--- src/rtl/stream_burst_pkg.sv ---
// Shared constants for the burst-framing stream reader: default parameters,
// FSM state encoding and the idle-timer width helper.
package stream_burst_pkg;

    localparam int unsigned DEF_WIDTH     = 32;
    localparam int unsigned DEF_COUNT_W   = 11;
    localparam int unsigned DEF_BURST_LEN = 16;
    localparam int unsigned DEF_TIMEOUT   = 1024;

    // State encoding (plain constants for compatibility with older tools)
    localparam int unsigned STATE_W  = 2;
    localparam logic [1:0]  ST_IDLE  = 2'd0;
    localparam logic [1:0]  ST_BURST = 2'd1;
    localparam logic [1:0]  ST_FLUSH = 2'd2;

    // Bits needed to hold 0..timeout; never less than one bit
    function automatic int unsigned timer_width(input int unsigned timeout);
        return (timeout == 0) ? 1 : $clog2(timeout + 1);
    endfunction

endpackage

--- src/rtl/axis_out_reg.sv ---
// Single-entry valid/ready output register: one cycle of latency, full
// throughput, payload held stable while the consumer stalls.
module axis_out_reg #(
    parameter int unsigned PAYLOAD_W = 33
) (
    input  logic                 clk,
    input  logic                 rst_n,
    input  logic                 s_valid,
    input  logic [PAYLOAD_W-1:0] s_payload,
    output logic                 s_ready_c,
    output logic                 m_valid,
    output logic [PAYLOAD_W-1:0] m_payload,
    input  logic                 m_ready
);

    // Accept whenever the slot is empty or is being drained this cycle
    assign s_ready_c = !m_valid || m_ready;

    always_ff @(posedge clk or negedge rst_n) begin
        if (!rst_n) begin
            m_valid   <= 1'b0;
            m_payload <= '0;
        end else if (s_valid && s_ready_c) begin
            m_valid   <= 1'b1;
            m_payload <= s_payload;
        end else if (m_ready) begin
            m_valid   <= 1'b0;
        end
    end

endmodule

--- src/rtl/stream_burst_reader.sv ---
// Drains an upstream FIFO in fixed-length bursts framed with TLAST, flushing
// a partial fill after a programmable idle timeout.
module stream_burst_reader
    import stream_burst_pkg::*;
#(
    parameter int unsigned WIDTH     = DEF_WIDTH,
    parameter int unsigned COUNT_W   = DEF_COUNT_W,
    parameter int unsigned BURST_LEN = DEF_BURST_LEN,
    parameter int unsigned TIMEOUT   = DEF_TIMEOUT
) (
    input  logic               ap_clk,
    input  logic               ap_rst_n,
    input  logic [COUNT_W-1:0] count,
    input  logic [WIDTH-1:0]   in0_V_V_TDATA,
    input  logic               in0_V_V_TVALID,
    output logic               in0_V_V_TREADY,
    output logic [WIDTH-1:0]   out_V_V_TDATA,
    output logic               out_V_V_TVALID,
    output logic               out_V_V_TLAST,
    input  logic               out_V_V_TREADY,
    output logic               busy,
    output logic [15:0]        burst_cnt,
    output logic [15:0]        flush_cnt
);

    localparam int unsigned        TIMER_W     = timer_width(TIMEOUT);
    localparam logic [COUNT_W-1:0] BURST_LEN_C = COUNT_W'(BURST_LEN);
    localparam logic [TIMER_W-1:0] TIMEOUT_C   = TIMER_W'(TIMEOUT);

    logic [STATE_W-1:0] state_q, state_d;
    logic [COUNT_W-1:0] remaining_q, remaining_d;
    logic [TIMER_W-1:0] timer_q, timer_d;
    logic [15:0]        burst_cnt_q, flush_cnt_q;

    logic               reg_s_ready_c;
    logic               reg_m_valid;
    logic [WIDTH:0]     reg_m_payload;
    logic               in_hs;
    logic               out_last_hs;

    assign in0_V_V_TREADY = (state_q != ST_IDLE) && (remaining_q != '0) && reg_s_ready_c;
    assign in_hs          = in0_V_V_TVALID && in0_V_V_TREADY;
    assign out_last_hs    = reg_m_valid && out_V_V_TREADY && reg_m_payload[WIDTH];

    // Next-state, remaining and idle-timer logic
    always_comb begin
        state_d     = state_q;
        remaining_d = remaining_q;
        timer_d     = timer_q;
        case (state_q)
            ST_IDLE: begin
                if (count >= BURST_LEN_C) begin
                    state_d     = ST_BURST;
                    remaining_d = BURST_LEN_C;
                    timer_d     = '0;
                end else if (count == '0) begin
                    timer_d = '0;
                end else if ((TIMEOUT != 0) && (timer_q == TIMEOUT_C)) begin
                    state_d     = ST_FLUSH;
                    remaining_d = count;
                    timer_d     = '0;
                end else if (timer_q != TIMEOUT_C) begin
                    timer_d = timer_q + TIMER_W'(1);
                end
            end
            ST_BURST, ST_FLUSH: begin
                if (in_hs) begin
                    remaining_d = remaining_q - COUNT_W'(1);
                end
                // Leave only once the framed last word has been taken downstream
                if (out_last_hs) begin
                    state_d = ST_IDLE;
                end
            end
            default: begin
                state_d     = ST_IDLE;
                remaining_d = '0;
                timer_d     = '0;
            end
        endcase
    end

    always_ff @(posedge ap_clk or negedge ap_rst_n) begin
        if (!ap_rst_n) begin
            state_q     <= ST_IDLE;
            remaining_q <= '0;
            timer_q     <= '0;
        end else begin
            state_q     <= state_d;
            remaining_q <= remaining_d;
            timer_q     <= timer_d;
        end
    end

    // Completed-burst and completed-flush statistics, wrapping at 16 bits
    always_ff @(posedge ap_clk or negedge ap_rst_n) begin
        if (!ap_rst_n) begin
            burst_cnt_q <= '0;
            flush_cnt_q <= '0;
        end else if (out_last_hs) begin
            if (state_q == ST_BURST) begin
                burst_cnt_q <= burst_cnt_q + 16'd1;
            end else if (state_q == ST_FLUSH) begin
                flush_cnt_q <= flush_cnt_q + 16'd1;
            end
        end
    end

    axis_out_reg #(
        .PAYLOAD_W (WIDTH + 1)
    ) u_out_reg (
        .clk       (ap_clk),
        .rst_n     (ap_rst_n),
        .s_valid   (in_hs),
        .s_payload ({(remaining_q == COUNT_W'(1)), in0_V_V_TDATA}),
        .s_ready_c (reg_s_ready_c),
        .m_valid   (reg_m_valid),
        .m_payload (reg_m_payload),
        .m_ready   (out_V_V_TREADY)
    );

    assign out_V_V_TVALID = reg_m_valid;
    assign out_V_V_TDATA  = reg_m_payload[WIDTH-1:0];
    assign out_V_V_TLAST  = reg_m_payload[WIDTH];
    assign busy           = (state_q != ST_IDLE) || reg_m_valid;
    assign burst_cnt      = burst_cnt_q;
    assign flush_cnt      = flush_cnt_q;

endmodule

--- config.mk ---
export PLATFORM = sky130hd
export DESIGN_NAME = stream_burst_reader
export DESIGN_NICKNAME = d
export VERILOG_FILES = /design/src/rtl/stream_burst_pkg.sv /design/src/rtl/axis_out_reg.sv /design/src/rtl/stream_burst_reader.sv
export SDC_FILE = /design/constraint.sdc
export NUM_CORES = 1
export LEC_CHECK = 0
export CAP_MARGIN = 25
export CORE_MARGIN = 2
export CORE_UTILIZATION = 53
export CTS_BUF_LIST = sky130_fd_sc_hd__clkbuf_8 sky130_fd_sc_hd__clkbuf_16
export CTS_CLUSTER_SIZE = 14
export DETAILED_ROUTE_END_ITERATION = 6
export HOLD_SLACK_MARGIN = 0.15
export PLACE_DENSITY = 0.82
export SKIP_CTS_REPAIR_TIMING = 1
export SLEW_MARGIN = 5
export SYNTH_ARGS = -nofsm -noshare
export SYNTH_HDL_FRONTEND = slang
export SYNTH_SLANG_ARGS = --single-unit
--- constraint.sdc ---
create_clock -name ap_clk -period 4.05 [get_ports ap_clk]
set_input_delay 0.405 -clock ap_clk [delete_from_list [all_inputs] [get_ports ap_clk]]
set_output_delay 0.405 -clock ap_clk [all_outputs]
set_load 0.01 [all_outputs]
After elaboration in Yosys (flattened, before gate mapping)
Index checks and enable logic that the tools add are counted.
W data, S select, Z words.
- bitwise logic cells: 2
- reduce and logical (&&, ||, !) cells: 20
- $add $sub $neg: 4
- muxes and demuxes: 17
- order comparisons: 1
- equality and inequality tests: 10
- operators with widths (operator ; count):
    $mux W11 ; 8
    $pmux W11 S2 ; 2
    $add A16 B1 Y16 const B ; 2
    $add A11 B1 Y11 const B ; 1
    $eq A11 B1 Y1 const B ; 1
    $eq A11 B11 Y1 const B ; 1
    $ge A11 B5 Y1 const B ; 1
    $logic_not A11 Y1 ; 1
    $ne A11 B11 Y1 const B ; 1
    $reduce_bool A11 Y1 ; 1
    $sub A11 B1 Y11 const B ; 1
    $reduce_and A3 Y1 ; 3
    $mux W2 ; 4
    $logic_and A1 B1 Y1 ; 6
    $ne A3 B3 Y1 const B ; 2
    $ne A5 B5 Y1 const B ; 1
    $pmux W2 S2 ; 1
    $reduce_and A2 Y1 ; 2
    $reduce_bool A2 Y1 ; 2
    $eq A2 B1 Y1 const B ; 1
    $eq A2 B2 Y1 const B ; 1
    $logic_not A2 Y1 ; 1
    $logic_or A1 B1 Y1 ; 2
    $mux W1 ; 2
    other kinds (5) ; 6
- bits in registers: 90

Longest topological paths before layout
Gate-level depths: netlist (run 1).
- depth after elaboration: 6
- gate-level depth with buffers: 8

Hierarchy
From an unflattened synthesis (run 1), not the netlist that was laid out.
- cells, all modules: 368
- area total of the unflattened synthesis: 4474.3 um^2
- by module, submodules not included (module ; cells an instance ; area an instance (um^2) ; times used):
    stream_burst_reader ; 295 ; 3046.7 ; 1
    axis_out_reg ; 73 ; 1427.6 ; 1

Worst setup path after synthesis (run 1)
Ideal clock, no wire load.
- kind: register -> register
- from: register state_q[0]
- to: register remaining_q[1]
- slack: 2.188 ns
- arrival time: 1.737 ns
- buffers on the path: 0
- setup time: 0.125 ns
- cell stages (with the launch flop): 7
- cell sequence: dfrtp_1 -> inv_1 -> ha_1 -> nand2b_1 -> o21ai_0 -> o211a_2 -> mux2_4
- cells in the longest elaborated chain, start to end: 6
- elaborated cells on any way between the ends: 13
- classes of those cells: eq/ne (5); mux (1); reduce/logical (7)
- RTL lines (what ; RTL line ; RTL):
    start: declaration ; stream_burst_reader.sv:30 ; logic [STATE_W-1:0] state_q, state_d;
    start signal: assignment ; stream_burst_reader.sv:89 ; state_q <= state_d;
    $reduce_bool A2 Y1 ; stream_burst_reader.sv:41 ; assign in0_V_V_TREADY = (state_q != ST_IDLE) && (remaining_q != '0) && reg_s_ready_c;
    $logic_and A1 B1 Y1 (2 in a row) ; stream_burst_reader.sv:41 ;
    $logic_and A1 B1 Y1 ; stream_burst_reader.sv:42 ; assign in_hs = in0_V_V_TVALID && in0_V_V_TREADY;
    $ne A2 B1 Y1 (no line) ; -- ;
    $reduce_and A3 Y1 (no line) ; -- ;
    end signal: assignment ; stream_burst_reader.sv:90 ; remaining_q <= remaining_d;
    end: declaration ; stream_burst_reader.sv:31 ; logic [COUNT_W-1:0] remaining_q, remaining_d;
Parallel ways exist; a longest one is shown, timed or not.
A chain may end at the register's enable or synchronous reset.

Worst setup path after layout (run 1)
- from: register remaining_q[0]
- to: output in0_V_V_TREADY
- cells in the longest elaborated chain, start to end: 3
- RTL lines (what ; RTL line ; RTL):
    $reduce_bool A11 Y1 ; stream_burst_reader.sv:41 ;
    $logic_and A1 B1 Y1 (2 in a row) ; stream_burst_reader.sv:41 ;
    end: declaration ; stream_burst_reader.sv:16 ; output logic in0_V_V_TREADY,
Every way passes these cells.

==> flow_summary.toml, run 1 <==
[status]
outcome = "completed"

[drt]
ant_nets = 0
wl_per_cell_um = 16.6
dr.pass1.iters = 5
via_count = 3617
avgViaCountPerCell = 5.75
wl_mm = 10.4
drtIter0Drc = 117
drc = 0

[finish]
stdcell_area_mm2 = 0.00599
area_delta_synth_final_pct = 29.9
utilization_pct = 69.7
instances_no_fill = 629
drive_gt1_share_pct = 12.1
antenna_cells = 0
nets = 575

[worst_setup_path]
worstSetupPathType = "flop to output pin"
timing.rr.start = "state_q[0]"
path_max_fanout = 8
endpoint_kind = "output pin"
r2r-end = "remaining_q[10]"
endpoint = "in0_V_V_TREADY"
critPathLaunch = "remaining_q[0]"
reg2reg_slack_ps = 1570
rr_worst_depth = 6
start_kind = "flop"
cp_data_arrival_time_ps = 2410
worstPathRequired_ps = 3640

[worst_hold_path]
min_path_type = "flop to flop"

[floorplanning]
die_h_um = 97.3
rows = 34
core_area_mm2 = 0.00859
io_pins = 115
start_util_pct = 53.7
die_w_um = 97.3
die_area_mm2 = 0.00947

[placement]
place_area_mm2 = 0.00579
dp_hpwl_mm = 7.73
post-place-ws_ps = 1580
place_congestion = 0.865
port_buffers = 114
dpl.cell_count = 613

[timing]
worst_pin_slew_ps = 932
setup_violations = 0
drv_slew = 0
fin_setup_tns_ps = 0
hold_violations = 0
holdWs_ps = 474
slew_headroom_pct = 37.6
fin_crit_ps = 2820
fin_ws_ps = 1230
rsz0062_at_grt = "no"
fin_crit_sh_pct = 69.5
clock_skew_ps = 19.4
max_freq_ghz = 0.355

[clocking]
clk_pin_slew_ps = 80
cts_tree = "yes"
numCtsBuffers = 9
clock_tree.buffer_depth = 2
clock-sinks = 90
clkLatencyLatePin_ps = 360
htree_levels = 3
cts_root_buf = "clkbuf_8"

[power_and_ir_drop]
power.total_mw = 3.79
netSwitchingPower_mw = 1.38
pwr-share-comb_pct = 48.3
vdd_drop_max_mv = 0.415
p_leak_nw = 2.51
switching_share_pct = 36.6
p_int_mw = 2.40
seqPwrFrac_pct = 35.3
clock_power_share_pct = 16.4
power.density_mw_per_mm2 = 632

[grt]
grt_max_degree = 58
grt_pass1_wl_mm = 17.8
grt_overflow = 0
antenna_found_initial = 0
grt_pass1_vias = 3629
gr-usage-all-layers_pct = 22.9

[synth]
ys_types = 63
synth_warnings = 0
yosysTopAreaCellShare_pct = 48.8
syn_area_mm2 = 0.00461
syn_inst = 403
synthesis.nets = 461
ys_ff_latch = 90
synth-edff-count = 0
synth.yosys.seq_area_share_pct = 48.8
syn_avg_cell_area_um2 = 11.5
yosysMostFrequentCell = "dfrtp_1"
synth_top_area_cell = "dfrtp_1"
synthFlopType = "dfrtp_1"
yosys-top-cells-count = "dfrtp_1 (90), nand2_1 (27), xnor2_1 (26)"
synthArstFlopShare_pct = 100
synth.top_cells.by_area = "dfrtp_1 (49%), mux2_4 (7.2%), xnor2_1 (4.9%)"

[flow_run]
maxCapViolations = 0
metal layers:
metal / vias to the layer above / wire length, µm / global-route usage (%)
li1: 1701 / - / -
met1: 1765 / 4520 / 31.6
met2: 137 / 5200 / 37.8
met3: 14 / 592 / 4.10
met4: 0 / 134 / 5.98
met5: - / 0 / 0
worst min path at each step:
stage | startpoint | to | depth (start not counted) | slack (ps)
detailed placement | flush_cnt[15] | flush_cnt[15] | 1 | 460
global placement | burst_cnt[15] | burst_cnt[15] | 1 | 460
global route | flush_cnt[5] | flush_cnt[5] | 1 | 530
finish | flush_cnt[15] | flush_cnt[15] | 1 | 470
CTS | ap_rst_n | u_out_reg.m_payload[9] | 1 | 110
floorplan | ap_rst_n | burst_cnt[0] | 0 | 110
power by group through the flow:
| stage | Combinational (mW) | Clock, mW | Sequential, mW |
|---|---|---|---|
| final | 1.83 | 0.621 | 1.34 |
| after global routing | 1.98 | 0.676 | 1.37 |
| after CTS | 1.84 | 0.636 | 1.33 |
| after detailed placement | 1.83 | 0 | 1.35 |
| after global placement | 1.78 | 0 | 1.33 |
| after floorplan | 1.12 | 0 | 1.40 |
critical path, cell delays in order, from the launching register on:
cell and delay [ps]:
dfrtp_1 470, inv_1 140, ha_1 210, nor4b_4 350
and3_2 320, nor3_1 60, clkdlybuf4s50_1 500
registers in the layout (all words and copies together), names as in the netlist:
register	cells
timer_q	11
state_q	2
burst_cnt	16
u_out_reg.m_valid	1
remaining_q	11
u_out_reg.m_payload	33
flush_cnt	16
layout make-up:
| class | instances | area (µm²) |
|---|---|---|
| fillers | 622 | 2600 |
| flip-flops and latches | 90 | 2250 |
| multi-input cells | 282 | 2190 |
| repair buffers | 116 | 1160 |
| well taps | 108 | 135 |
| clock buffers | 9 | 124 |
| clock inverters | 6 | 72.6 |
| inverters | 18 | 67.6 |
placed cells by master, fill, tap and decap left out, types with 9 or more instances in the layout:
cell type        instances
clkdlybuf4s50_1        113
inv_1                   18
xnor2_1                 26
ha_1                    11
nand2b_1                10
dfrtp_1                 90
nand4_1                 22
nand2_1                 27
mux2_4                  22
nand3_1                 22
o21ai_0                 10
clkbuf_8                 9
nor2_1                  18
nor3_1                   9
cell families (layout without fill, tap and decap cells):
group	after synthesis	after routing	share of synthesized area, %
AOI/OAI and AO/OA	54	54	8.00
xor gates and xnor gates	32	32	6.07
adders and majority gates	11	11	2.98
buffers and inverters	31	149	3.82
DFF	90	90	48.8
muxes	37	37	10.8
and+or+nand+nor	148	148	19.5
(Power assumes the default switching activity.)
==> run 2, diff against run 1 <==
--- a/config.mk
+++ b/config.mk
@@ -7,12 +7,12 @@
 export LEC_CHECK = 0
 export CAP_MARGIN = 25
 export CORE_MARGIN = 2
-export CORE_UTILIZATION = 53
+export CORE_UTILIZATION = 50
 export CTS_BUF_LIST = sky130_fd_sc_hd__clkbuf_8 sky130_fd_sc_hd__clkbuf_16
 export CTS_CLUSTER_SIZE = 14
 export DETAILED_ROUTE_END_ITERATION = 6
 export HOLD_SLACK_MARGIN = 0.15
-export PLACE_DENSITY = 0.82
+export PLACE_DENSITY = 0.78
 export SKIP_CTS_REPAIR_TIMING = 1
 export SLEW_MARGIN = 5
 export SYNTH_ARGS = -nofsm -noshare
==> constraint.sdc (replaced) <==
create_clock -name ap_clk -period 2.85 [get_ports ap_clk]
set_input_delay 0.285 -clock ap_clk [delete_from_list [all_inputs] [get_ports ap_clk]]
set_output_delay 0.285 -clock ap_clk [all_outputs]
set_load 0.01 [all_outputs]
==> run 2 against run 1 <==
  * Hold slack lost 34 ps
  * Power grew 46%
  * Via count shrank 0.97%
  * Worst setup slack lost 1100 ps
  * Sequential power grew 42%
  * Critical path depth is the same
  * Cell count grew 1.6%
  * Sequential share of layout area shrank 0.59 points
  * Combinational power grew 44%
  * Highest routed layer unchanged
  * Die area grew 5.7%
  * Clock power grew 57%
  * Global-route usage shrank 1.2 points
==> flow_summary.toml, run 2 (synthesis results as in run 1) <==
[drt]
dr.pass1.iters = 4
drtIter0Drc = 80
avgViaCountPerCell = 5.61
dr.max_layer_used = "met4"
wl_per_cell_um = 16.4
wl_mm = 10.5
wl_met2_mm = 5.03
ant_nets = 0
via_count = 3582
met3_wirelength_um = 677
wl_met1_mm = 4.66
drc = 0

[power_and_ir_drop]
netSwitchingPower_mw = 1.98
clock_power_share_pct = 17.7
p_leak_nw = 2.57
switching_share_pct = 35.8
p_int_mw = 3.54
power.density_mw_per_mm2 = 906
power.total_mw = 5.52
pwr-share-comb_pct = 47.9
vdd_drop_max_mv = 0.654
seqPwrFrac_pct = 34.4

[timing]
drv_slew = 0
fin_setup_tns_ps = 0
worst_pin_slew_ps = 651
fin_crit_sh_pct = 95.6
slew_headroom_pct = 56.3
fin_ws_ps = 127
setup_violations = 0
max_freq_ghz = 0.367
holdWs_ps = 440
hold_violations = 0
fin_crit_ps = 2720
rsz0062_at_grt = "no"
clock_skew_ps = 10.8

[flow_run]
maxCapViolations = 0

[floorplanning]
die_area_mm2 = 0.0100
io_pins = 115
core_area_mm2 = 0.00911
die_h_um = 100
rows = 35
start_util_pct = 50.7
die_w_um = 100

[clocking]
clock-sinks = 90
cts_root_buf = "clkbuf_8"
clock_tree.buffer_depth = 2
numCtsBuffers = 9
clkLatencyLatePin_ps = 360
cts_tree = "yes"
htree_levels = 3
clk_pin_slew_ps = 100

[grt]
antenna_found_initial = 0
grt_max_degree = 52
grt_overflow = 0
gr-usage-all-layers_pct = 21.7
grt_pass1_vias = 3610
grt_pass1_wl_mm = 17.4

[worst_setup_path]
path_max_fanout = 8
worstPathRequired_ps = 2570
endpoint_kind = "output pin"
worstSetupPathType = "flop to output pin"
worstPathCellList = "inv_1, ha_1, nor4b_4, and3_2, nor3_1, clkdlybuf4s50_1"
slowest_delay_ps = 500
rr_worst_depth = 6
slowest_stage = "clkdlybuf4s50_1"
cp_data_arrival_time_ps = 2440
start_kind = "flop"

[finish]
seqCellArea_mm2 = 0.00225
largest_register = "u_out_reg.m_payload"
antenna_cells = 0
nets = 581
fillers = 695
final_common_cell = "clkdlybuf4s50_1"
stdcell_area_mm2 = 0.00609
instances_no_fill = 639
area_delta_synth_final_pct = 32.0
utilization_pct = 66.9
most-common-layout-cells = "clkdlybuf4s50_1 (113), dfrtp_1 (90), nand2_1 (27)"
multi_input_area_mm2 = 0.00219
drive_gt1_share_pct = 13.1
largest_reg_flops = 33

[worst_hold_path]
min_path_type = "input port to async pin"

[placement]
post-place-ws_ps = 557
place_area_mm2 = 0.00586
dp_hpwl_mm = 7.76
place_congestion = 0.870
port_buffers = 114
dpl.cell_count = 622

[status]
outcome = "completed"
[run 2: power groups by stage]
| stage | Combinational, mW | Clock [mW] | Sequential [mW] |
|---|---|---|---|
| 4_1_cts | 2.64 | 1.00 | 1.90 |
| 3_3_place_gp | 2.59 | 0 | 1.89 |
| 2_1_floorplan | 1.60 | 0 | 1.99 |
| 6_report | 2.64 | 0.976 | 1.90 |
| 3_5_place_dp | 2.63 | 0 | 1.92 |
| 5_1_grt | 2.86 | 1.05 | 1.95 |
[run 2: final cells by class]
cell class	instances	share of cell area [%]
multi-input combinational	282	35.9
timing repair buffer	122	20.1
sequential	90	37.0
tap	111	2.28
inverter	18	1.11
clock inverter	7	1.64
clock buffer	9	2.03
[run 2: final timing paths]
check	start	to	slack, ps
setup / recovery	remaining_q[0]	in0_V_V_TREADY	130
hold / removal	ap_rst_n	u_out_reg.m_payload[13]	440
setup reg to reg	remaining_q[0]	u_out_reg.m_payload[0]	520
hold reg to reg	flush_cnt[15]	flush_cnt[15]	480
max in group asynchronous	ap_rst_n	u_out_reg.m_payload[10]	1780
min in group ap_clk	flush_cnt[15]	flush_cnt[15]	480
[run 2: critical path, delay by kind of cell (launching register included)]
family	cells	cell delay, ps
buf+inv	2	650
simple gates	3	740
flops	1	470
fa+ha+maj	1	230
[run 2: routing by layer]
layer | vias to the layer above | track usage, %
li1 | 1707 | -
met1 | 1749 | 28.8
met2 | 117 | 36.0
met3 | 9 | 3.97
met4 | 0 | 7.59
met5 | - | 0
==> patch, RTL diff (config.mk and constraints of run 2) <==
Set the package constant `DEF_COUNT_W` to 22 (it was 11).
--- a/src/rtl/stream_burst_pkg.sv
+++ b/src/rtl/stream_burst_pkg.sv
@@ -5,3 +5,3 @@
     localparam int unsigned DEF_WIDTH     = 32;
-    localparam int unsigned DEF_COUNT_W   = 11;
+    localparam int unsigned DEF_COUNT_W   = 22;
     localparam int unsigned DEF_BURST_LEN = 16;
Ports: changed (resized count); port bits go from 115 to 126. The function was not compared with the original's and may differ.
==> patch against run 2 <==
- routed wire length grew 8.9%
- synthesized cell count grew 13%
- non-clock buffer count grew 20
- critical path depth shrank 1
- total power grew 0.49%
- worst setup slack lost 37 ps
- area after synthesis grew 7.1%
- cell area grew 9.1%
- sequential cell count grew 11
==> patch: results (changes against run 2) <==
run_status:
  status: "completed"  # unchanged
sta:
  worstMarginPinSlew_ps: 658  # was 651 ps
  skew_ps: 13.2  # was 10.8 ps
synth:
  synth_top_cells_by_area: "dfrtp_1 (51%), mux2_2 (7.7%), xnor2_1 (3.4%)"  # was dfrtp_1 (49%), mux2_4 (7.2%), xnor2_1 (4.9%)
  synthTopCellsByCount: "dfrtp_1 (101), nand2_1 (35), mux2_2 (34)"  # was dfrtp_1 (90), nand2_1 (27), xnor2_1 (26)
  synth_top_area_share_pct: 51.2  # was 48.8%
  synthesis.instances: 457  # was 403
  syn_nets: 525  # was 461
  ys_seq_area_share_pct: 51.2  # was 48.8%
place:
  placed_area_sq_um: 6420  # was 5860 sq um
  dp_cells: 714  # was 622
  pre_cts_slack_ps: 289  # was 557 ps
  dp_hpwl_um: 8440  # was 7760 um
grt:
  grt_use_met2_pct: 35.7  # was 36.0%
  grt_use_met3_pct: 4.03  # was 3.97%
  grt_use_met1_pct: 30.2  # was 28.8%
  grt_max_degree: 51  # was 52
  grt_pass1_vias: 3897  # was 3610
  globalRouteTotalUtil_pct: 22.1  # was 21.7%
  grt_pass1_wl_um: 18600  # was 17400 um
pwr:
  ir_drop_uv: 353  # was 654 uV
  cellLeakagePower_uw: 0.00286  # was 0.00257 uW
worst_setup_path:
  r2r-start: "remaining_q[10]"  # was remaining_q[0]
  reg2reg_depth: 5  # was 6
  critPathLaunch: "remaining_q[6]"  # was remaining_q[0]
  crit_fanout: 12  # was 8
  crit_arrival_ps: 2480  # was 2440 ps
drt:
  num_vias: 4082  # was 3582
  routed_wl_um: 11400  # was 10500 um
  routedWlPerCell_um: 15.6  # was 16.4 um
final_layout:
  layout.nets: 661  # was 581
  syn_to_final_growth_pct: 34.5  # was 32.0%
  fillers: 738  # was 695
  drive_gt1_share_pct: 13.9  # was 13.1%
==> patch: power by group <==
part	switching (uW)	internal, uW	leakage [uW]
registers	274	1790	0.00132
clock network	536	339	0.0000947
logic	1250	1360	0.00145
total	2060	3490	0.00286
==> patch: cells by family (layout without fill, tap and decap cells) <==
| group | after synthesis | in the layout | share of synthesized area [%] |
|---|---|---|---|
| buffers and inverters | 26 | 167 | 2.13 |
| multiplexers | 38 | 38 | 8.66 |
| AND/OR/NAND/NOR | 167 | 167 | 17.8 |
| adder cells (fa/ha/maj) | 10 | 10 | 2.53 |
| flip-flops | 101 | 101 | 51.2 |
| AO/OA/AOI/OAI | 85 | 85 | 12.4 |
| XOR/XNOR | 30 | 30 | 5.32 |
==> patch: worst paths after layout <==
path	slack, ps	to
setup / recovery	90	in0_V_V_TREADY
hold / removal	470	flush_cnt[15]
setup reg to reg	220	remaining_q[0]
hold reg to reg	470	flush_cnt[15]
max in group asynchronous	1590	remaining_q[6]
min in group asynchronous	480	timer_q[1]
==> patch: metal layers <==
| layer | part of all wire [%] | wire length [um] |
|---|---|---|
| met4 | 1.0 | 119 |
| met2 | 50 | 5720 |
| met3 | 5.1 | 579 |
| met5 | 0 | 0 |
| met1 | 44 | 4990 |
==> patch: final cells by class <==
class                      count  area share (%)
clock inverter                 7            1.05
inverter                       9           0.508
timing repair buffer         142            20.8
tap                          133            2.50
multi-input combinational    330            35.3
sequential                   101            38.0
clock buffer                   9            1.86
==> patch: worst register-to-register path: stages (launching register included) <==
cell     delay, ps
dfrtp_1        430
or4_4          560
or4_1          570
o31ai_4        480
nor2_2         170
mux2_4         320
